## src/rtl/fft_input_loader_if.sv

```systemverilog
// Sample-stream and frame-output bundle for fft_input_loader.
//   s_valid/s_ready/s_real/s_imag/s_last : one complex sample per beat
//   dout_valid/dout_busy                 : whole-frame handoff to the butterfly stage
//   dout_real/dout_imag                  : N packed lanes, lane i at [i*WIDTH +: WIDTH]
//   frame_err                            : one-cycle pulse on s_last protocol violation
// master = producer/consumer side (drives samples and dout_busy); slave = loader.
interface fft_input_loader_if #(
    parameter int WIDTH  = 16,
    parameter int NPOINT = 3
);
    localparam int N = 2 ** NPOINT;

    logic                 s_valid;
    logic                 s_ready;
    logic [WIDTH-1:0]     s_real;
    logic [WIDTH-1:0]     s_imag;
    logic                 s_last;
    logic                 dout_valid;
    logic                 dout_busy;
    logic [WIDTH*N-1:0]   dout_real;
    logic [WIDTH*N-1:0]   dout_imag;
    logic                 frame_err;

    modport master (
        output s_valid, s_real, s_imag, s_last, dout_busy,
        input  s_ready, dout_valid, dout_real, dout_imag, frame_err
    );

    modport slave (
        input  s_valid, s_real, s_imag, s_last, dout_busy,
        output s_ready, dout_valid, dout_real, dout_imag, frame_err
    );
endinterface

```

## src/rtl/fft_input_loader.sv

```systemverilog
// FFT input loader: collects one complex sample per beat into a ping-pong pair
// of N-lane banks, placing sample k in lane bitrev(k) (or k when BITREV=0), and
// presents each completed bank as one packed N-lane frame.
// Ports:
//   clk  - rising-edge clock
//   rst  - synchronous active-high reset
//   bus  - fft_input_loader_if.slave (sample stream in, frame out, frame_err)
module fft_input_loader #(
    parameter int WIDTH  = 16,
    parameter int NPOINT = 3,
    parameter int BITREV = 1
) (
    input  logic                 clk,
    input  logic                 rst,
    fft_input_loader_if.slave    bus
);
    localparam int N = 2 ** NPOINT;

    typedef enum logic {EMPTY = 1'b0, FULL = 1'b1} bank_state_t;

    bank_state_t         bank_st     [2];
    bank_state_t         bank_st_nxt [2];
    logic                wr_ptr, wr_ptr_nxt;
    logic                rd_ptr, rd_ptr_nxt;
    logic [NPOINT-1:0]   cnt, cnt_nxt;
    logic                frame_err_q, frame_err_nxt;

    logic [WIDTH-1:0]    mem_re [2][N];
    logic [WIDTH-1:0]    mem_im [2][N];

    logic                s_ready_int;
    logic                dout_valid_int;
    logic                accept;
    logic                xfer;
    logic [NPOINT-1:0]   lane;

    function automatic logic [NPOINT-1:0] bitrev(input logic [NPOINT-1:0] v);
        logic [NPOINT-1:0] r;
        r = '0;
        for (int unsigned i = 0; i < NPOINT; i++) begin
            r[i] = v[NPOINT-1-i];
        end
        return r;
    endfunction

    assign s_ready_int    = !rst && (bank_st[wr_ptr] == EMPTY);
    assign dout_valid_int = (bank_st[rd_ptr] == FULL);
    assign accept         = bus.s_valid && s_ready_int;
    assign xfer           = dout_valid_int && !bus.dout_busy;
    assign lane           = (BITREV != 0) ? bitrev(cnt) : cnt;

    assign bus.s_ready    = s_ready_int;
    assign bus.dout_valid = dout_valid_int;
    assign bus.frame_err  = frame_err_q;

    // Accepting requires bank[wr_ptr] EMPTY and transferring requires
    // bank[rd_ptr] FULL, so a completion and a transfer in the same cycle
    // always touch different banks and can both be applied.
    always_comb begin
        bank_st_nxt[0] = bank_st[0];
        bank_st_nxt[1] = bank_st[1];
        wr_ptr_nxt     = wr_ptr;
        rd_ptr_nxt     = rd_ptr;
        cnt_nxt        = cnt;
        frame_err_nxt  = 1'b0;

        if (xfer) begin
            bank_st_nxt[rd_ptr] = EMPTY;
            rd_ptr_nxt          = !rd_ptr;
        end

        if (accept) begin
            if (&cnt) begin
                bank_st_nxt[wr_ptr] = FULL;
                wr_ptr_nxt          = !wr_ptr;
                cnt_nxt             = '0;
                frame_err_nxt       = !bus.s_last;
            end else if (bus.s_last) begin
                // early s_last: drop the partial frame, bank stays EMPTY
                cnt_nxt       = '0;
                frame_err_nxt = 1'b1;
            end else begin
                cnt_nxt = cnt + 1'b1;
            end
        end
    end

    always_ff @(posedge clk) begin
        if (rst) begin
            bank_st[0]  <= EMPTY;
            bank_st[1]  <= EMPTY;
            wr_ptr      <= 1'b0;
            rd_ptr      <= 1'b0;
            cnt         <= '0;
            frame_err_q <= 1'b0;
        end else begin
            bank_st[0]  <= bank_st_nxt[0];
            bank_st[1]  <= bank_st_nxt[1];
            wr_ptr      <= wr_ptr_nxt;
            rd_ptr      <= rd_ptr_nxt;
            cnt         <= cnt_nxt;
            frame_err_q <= frame_err_nxt;
        end
    end

    // Bank contents are not cleared by reset; EMPTY/FULL state gates their use.
    always_ff @(posedge clk) begin
        if (accept) begin
            mem_re[wr_ptr][lane] <= bus.s_real;
            mem_im[wr_ptr][lane] <= bus.s_imag;
        end
    end

    always_comb begin
        bus.dout_real = '0;
        bus.dout_imag = '0;
        if (dout_valid_int) begin
            for (int unsigned i = 0; i < N; i++) begin
                bus.dout_real[i*WIDTH +: WIDTH] = mem_re[rd_ptr][i];
                bus.dout_imag[i*WIDTH +: WIDTH] = mem_im[rd_ptr][i];
            end
        end
    end
endmodule
```

## src/flat_wrapper.sv

```systemverilog
// flat-port wrapper written by rule: the top's interface ports become plain ports
module fft_input_loader_flat 
#(
    parameter int WIDTH  = 16,
    parameter int NPOINT = 3,
    parameter int BITREV = 1
)
  (clk, rst, bus_s_valid, bus_s_real, bus_s_imag, bus_s_last, bus_dout_busy, bus_s_ready, bus_dout_valid, bus_dout_real, bus_dout_imag, bus_frame_err);
  fft_input_loader_if #(.WIDTH(WIDTH), .NPOINT(NPOINT)) bus_i ();
  input  logic clk;
  input  logic rst;
  input wire logic [$bits(bus_i.s_valid)-1:0] bus_s_valid;
  input wire logic [$bits(bus_i.s_real)-1:0] bus_s_real;
  input wire logic [$bits(bus_i.s_imag)-1:0] bus_s_imag;
  input wire logic [$bits(bus_i.s_last)-1:0] bus_s_last;
  input wire logic [$bits(bus_i.dout_busy)-1:0] bus_dout_busy;
  output wire logic [$bits(bus_i.s_ready)-1:0] bus_s_ready;
  output wire logic [$bits(bus_i.dout_valid)-1:0] bus_dout_valid;
  output wire logic [$bits(bus_i.dout_real)-1:0] bus_dout_real;
  output wire logic [$bits(bus_i.dout_imag)-1:0] bus_dout_imag;
  output wire logic [$bits(bus_i.frame_err)-1:0] bus_frame_err;
  assign bus_i.s_valid = bus_s_valid;
  assign bus_i.s_real = bus_s_real;
  assign bus_i.s_imag = bus_s_imag;
  assign bus_i.s_last = bus_s_last;
  assign bus_i.dout_busy = bus_dout_busy;
  assign bus_s_ready = bus_i.s_ready;
  assign bus_dout_valid = bus_i.dout_valid;
  assign bus_dout_real = bus_i.dout_real;
  assign bus_dout_imag = bus_i.dout_imag;
  assign bus_frame_err = bus_i.frame_err;
  fft_input_loader #(.WIDTH(WIDTH), .NPOINT(NPOINT), .BITREV(BITREV)) u_core (.clk(clk), .rst(rst), .bus(bus_i));
endmodule
```

## config.mk

```make
export PLATFORM = sky130hd
export DESIGN_NAME = fft_input_loader_flat
export DESIGN_NICKNAME = d
export VERILOG_FILES = /design/src/rtl/fft_input_loader_if.sv /design/src/rtl/fft_input_loader.sv /design/src/flat_wrapper.sv
export SDC_FILE = /design/constraint.sdc
export NUM_CORES = 1
export LEC_CHECK = 0
export BUFFER_PORTS_ARGS = -buffer_cell sky130_fd_sc_hd__clkbuf_2
export CAP_MARGIN = 40
export CORE_MARGIN = 8
export CORE_UTILIZATION = 61
export CTS_CLUSTER_SIZE = 12
export DETAILED_ROUTE_END_ITERATION = 16
export PLACE_DENSITY = 0.91
export SYNTH_ARGS = -nofsm -noshare
export SYNTH_HDL_FRONTEND = slang
export SYNTH_SLANG_ARGS = --single-unit
```

## constraint.sdc

```tcl
create_clock -name clk -period 6.38 [get_ports clk]
set_input_delay 1.276 -clock clk [delete_from_list [all_inputs] [get_ports clk]]
set_output_delay 1.276 -clock clk [all_outputs]
set_load 0.02 [all_outputs]
```

==> results.sh <==
export IMPL_yosys_warnings=0
export IMPL_drc=0
export IMPL_detail_route_antenna_nets=0
export IMPL_syn_area_um2=19800
export IMPL_fin_util=0.729
export IMPL_cts_htree_levels=2
export IMPL_netlist_top_cells_area="edfxtp_1, mux2i_1, nor2_1"
export IMPL_met1_length_mm=17.8
export IMPL_fin_setup_tns_ns=0
export IMPL_yosysTopAreaCell="edfxtp_1"
export IMPL_avgViaCountPerCell=5.70
export IMPL_die_area_um2=38600
export IMPL_placed_cell_area_um2=22100
export IMPL_dp_hpwl_mm=28.5
export IMPL_clk_latency_ns=0.55
export IMPL_crit_path_top_delay_cell="dfxtp_4"
export IMPL_synth_distinct_cells=30
export IMPL_p_leak_uw=0.00793
export IMPL_syn_avg_cell_area_um2=17.1
export IMPL_final_nets=1519
export IMPL_cts_tree="yes"
export IMPL_status="completed"
export IMPL_dr_pass1_iters=5
export IMPL_die_h_um=196
export IMPL_num_io_pins=296
export IMPL_netlist_instances=1162
export IMPL_cp_max_fo=137
export IMPL_grt_pass1_wl_mm=67.7
export IMPL_grt_max_degree=138
export IMPL_setup_viol=0
export IMPL_irDropWorstVdd_mv=0.238
export IMPL_via_count=11082
export IMPL_syn_to_final_growth_pct=18.6
export IMPL_finClkSkew_ns=0.0197
export IMPL_syn_num_nets=1205
export IMPL_cts_buffer_depth=3
export IMPL_post_route_min_period_ns=4.34
export IMPL_hp_class="reg2reg"
export IMPL_stdcell_count=1943
export IMPL_slowest_delay_ns=0.86
export IMPL_gp_congestion=0.785
export IMPL_holdCritStartpoint="u_core.cnt[1]"
export IMPL_synth_seq_cells=522
export IMPL_postCtsHoldBufs=0
export IMPL_finalHoldViolCount=0
export IMPL_cts_setup_buffers=0
export IMPL_yosysSeqAreaShare=0.785
export IMPL_antenna_cells=0
export IMPL_design_core_area_um2=32300
export IMPL_ctsResizeCount=0
export IMPL_antenna_found_initial=0
export IMPL_die_width_um=196
export IMPL_arrival_ns=3.06
export IMPL_timing_fmax_ghz=0.231
export IMPL_critPathLaunchType="flip-flop"
export IMPL_slew_violations=0
export IMPL_cap_violations=0
export IMPL_top_layer="met4"
export IMPL_wirelength_mm=45.4
export IMPL_cts_root_buf="clkbuf_16"
export IMPL_route_met2_wl_mm=22.6
export IMPL_timing_critical_path_cells="mux2i_4 -> buf_12 -> nor2_1 -> clkbuf_2"
export IMPL_cts_buffers_inserted=51
export IMPL_tightest_slew_ns=0.787
export IMPL_initialDrtViolationCount=839
export IMPL_port_buffers=295
export IMPL_required_ns=5.10
export IMPL_rsz0062_at_grt="false"
export IMPL_path_class="reg2out"
export IMPL_clk_pin_slew_worst_paths_ns=0.06
export IMPL_initial_core_util=0.615
export IMPL_synth_top_area_frac=0.775
export IMPL_finalCritPeriodShare=0.680
export IMPL_final_area_um2=23500
export IMPL_cts_sinks=522
export IMPL_grt_pass1_vias=11461
export IMPL_p_per_area_nw_per_um2=276
export IMPL_fp_row_count=66
export IMPL_placed_cells=1865
export IMPL_drive_gt1_frac=0.266
export IMPL_crit_path_end_kind="output port"
export IMPL_grt_remaining_overflow=0
export IMPL_max_slew_margin_rel=0.475
export IMPL_fillCellCount=1880
export IMPL_wl_met3_mm=4.07
export IMPL_grtUsageTotal=0.230
export IMPL_wl_per_cell_um=23.4
export IMPL_power_uw=6510
==> state kept, by name, summed over array words and instances (netlist names), named ones only <==
signal and cells:
u_core.mem_im 256, u_core.mem_re 256, u_core.cnt 3, u_core.bank_st 2, u_core.bus.frame_err 1, u_core.rd_ptr 1
u_core.wr_ptr 1
==> cells by family after synthesis <==
family / after synthesis / synth area share
AOI/OAI and AO/OA: 13 / 0.00353
xor gates and xnor gates: 1 / 0.000441
adders and majority gates: 6 / 0.00378
buffers and inverters: 64 / 0.0158
DFF: 522 / 0.785
muxes: 261 / 0.133
and+or+nand+nor: 295 / 0.0591
==> per-layer routing <==
layer	vias to the layer above	global-route usage
met2	602	0.396
li1	4924	-
met5	-	0
met4	0	0.0598
met1	5484	0.297
met3	72	0.0498
==> stage by stage <==
stage	hold WS [ns]	setup slack [ns]
finish	0.552	2.04
global route	0.578	1.88
CTS	0.542	2.06
detailed placement	0.539	2.64
global placement	0.514	2.70
floorplan	0.495	1.76
==> layout by cell type, fill, tap and decap left out <==
| cell | Yosys | final |
|---|---|---|
| xnor2_1 | 1 | 1 |
| dfxtp_1 | 10 | 9 |
| nand3_1 | 5 | 5 |
| nand4b_1 | 1 | 1 |
| nor3_2 | 1 | 7 |
| a21oi_1 | 5 | 5 |
| nor2_4 | 0 | 5 |
| o22ai_1 | 2 | 2 |
| buf_12 | 0 | 4 |
| clkbuf_1 | 4 | 16 |
| or3_1 | 1 | 1 |
| and4_2 | 0 | 1 |
| nor2b_4 | 0 | 3 |
| mux2_2 | 1 | 1 |
| mux2i_1 | 258 | 258 |
| nor2_1 | 265 | 260 |
| inv_1 | 4 | 4 |
| clkinv_2 | 0 | 4 |
| buf_16 | 0 | 10 |
| buf_4 | 2 | 12 |
| o21ai_0 | 5 | 5 |
| mux2i_2 | 1 | 1 |
| clkbuf_2 | 0 | 295 |
| mux2i_4 | 1 | 1 |
| clkbuf_16 | 0 | 53 |
| nand2_1 | 2 | 2 |
| nor3b_2 | 0 | 1 |
| nand4_1 | 2 | 2 |
| clkinv_1 | 0 | 5 |
| o31ai_1 | 1 | 1 |
| edfxtp_1 | 512 | 512 |
| or2_2 | 1 | 1 |
| nor2b_1 | 6 | 3 |
| dfxtp_4 | 0 | 1 |
| ha_1 | 6 | 6 |
| nand2b_1 | 3 | 3 |
==> worst paths after layout <==
check | depth (start not counted) | slack (ns) | endpoint
worst min-delay path | 2 | 0.55 | u_core.cnt[1]
worst min register to register | 2 | 0.55 | u_core.cnt[1]
worst max register to register | 4 | 3.95 | flip-flop
worst max-delay path | 4 | 2.04 | bus_dout_real[34]
==> cell type report <==
type                    instances  area [µm²]  area share
flip-flops and latches        522       15600       0.662
multi-input cells             576        4050       0.172
repair buffers                321        1920      0.0816
clock buffers                  69        1390      0.0589
well taps                     442         553      0.0235
clock inverters                 9        38.8     0.00165
inverters                       4        15.0    0.000638
==> synth_stat cells, drive strengths merged <==
| library cell | n |
|---|---|
| nand4b | 1 |
| mux2i | 260 |
| or2 | 1 |
| dfxtp | 10 |
| nor2b | 6 |
| xnor2 | 1 |
| ha | 6 |
| nor3b | 1 |
| or3 | 1 |
| mux2 | 1 |
| edfxtp | 512 |
| o31ai | 1 |
| inv | 4 |
| nor3 | 7 |
| o22ai | 2 |
| nand4 | 2 |
| nand3 | 5 |
| and4 | 1 |
| clkbuf | 4 |
| o21ai | 5 |
| nor2 | 265 |
| buf | 56 |
| a21oi | 5 |
| nand2 | 2 |
| nand2b | 3 |
==> power breakdown <==
part / switching [µW] / total, µW / internal, µW / leakage (µW)
logic: 79.0 / 93.5 / 14.4 / 0.00254
clock network: 1140 / 2630 / 1500 / 0.000695
registers: 3.75 / 3780 / 3780 / 0.00469
total: 1220 / 6510 / 5290 / 0.00793
==> critical path: cells and delay by family, from the launching register on <==
family	cells	cell delay, ns
muxes	1	0.72
DFF	1	0.86
and+or+nand+nor	1	0.14
buffers and inverters	2	0.63
Note: power is estimated with default switching activity, not from simulation.
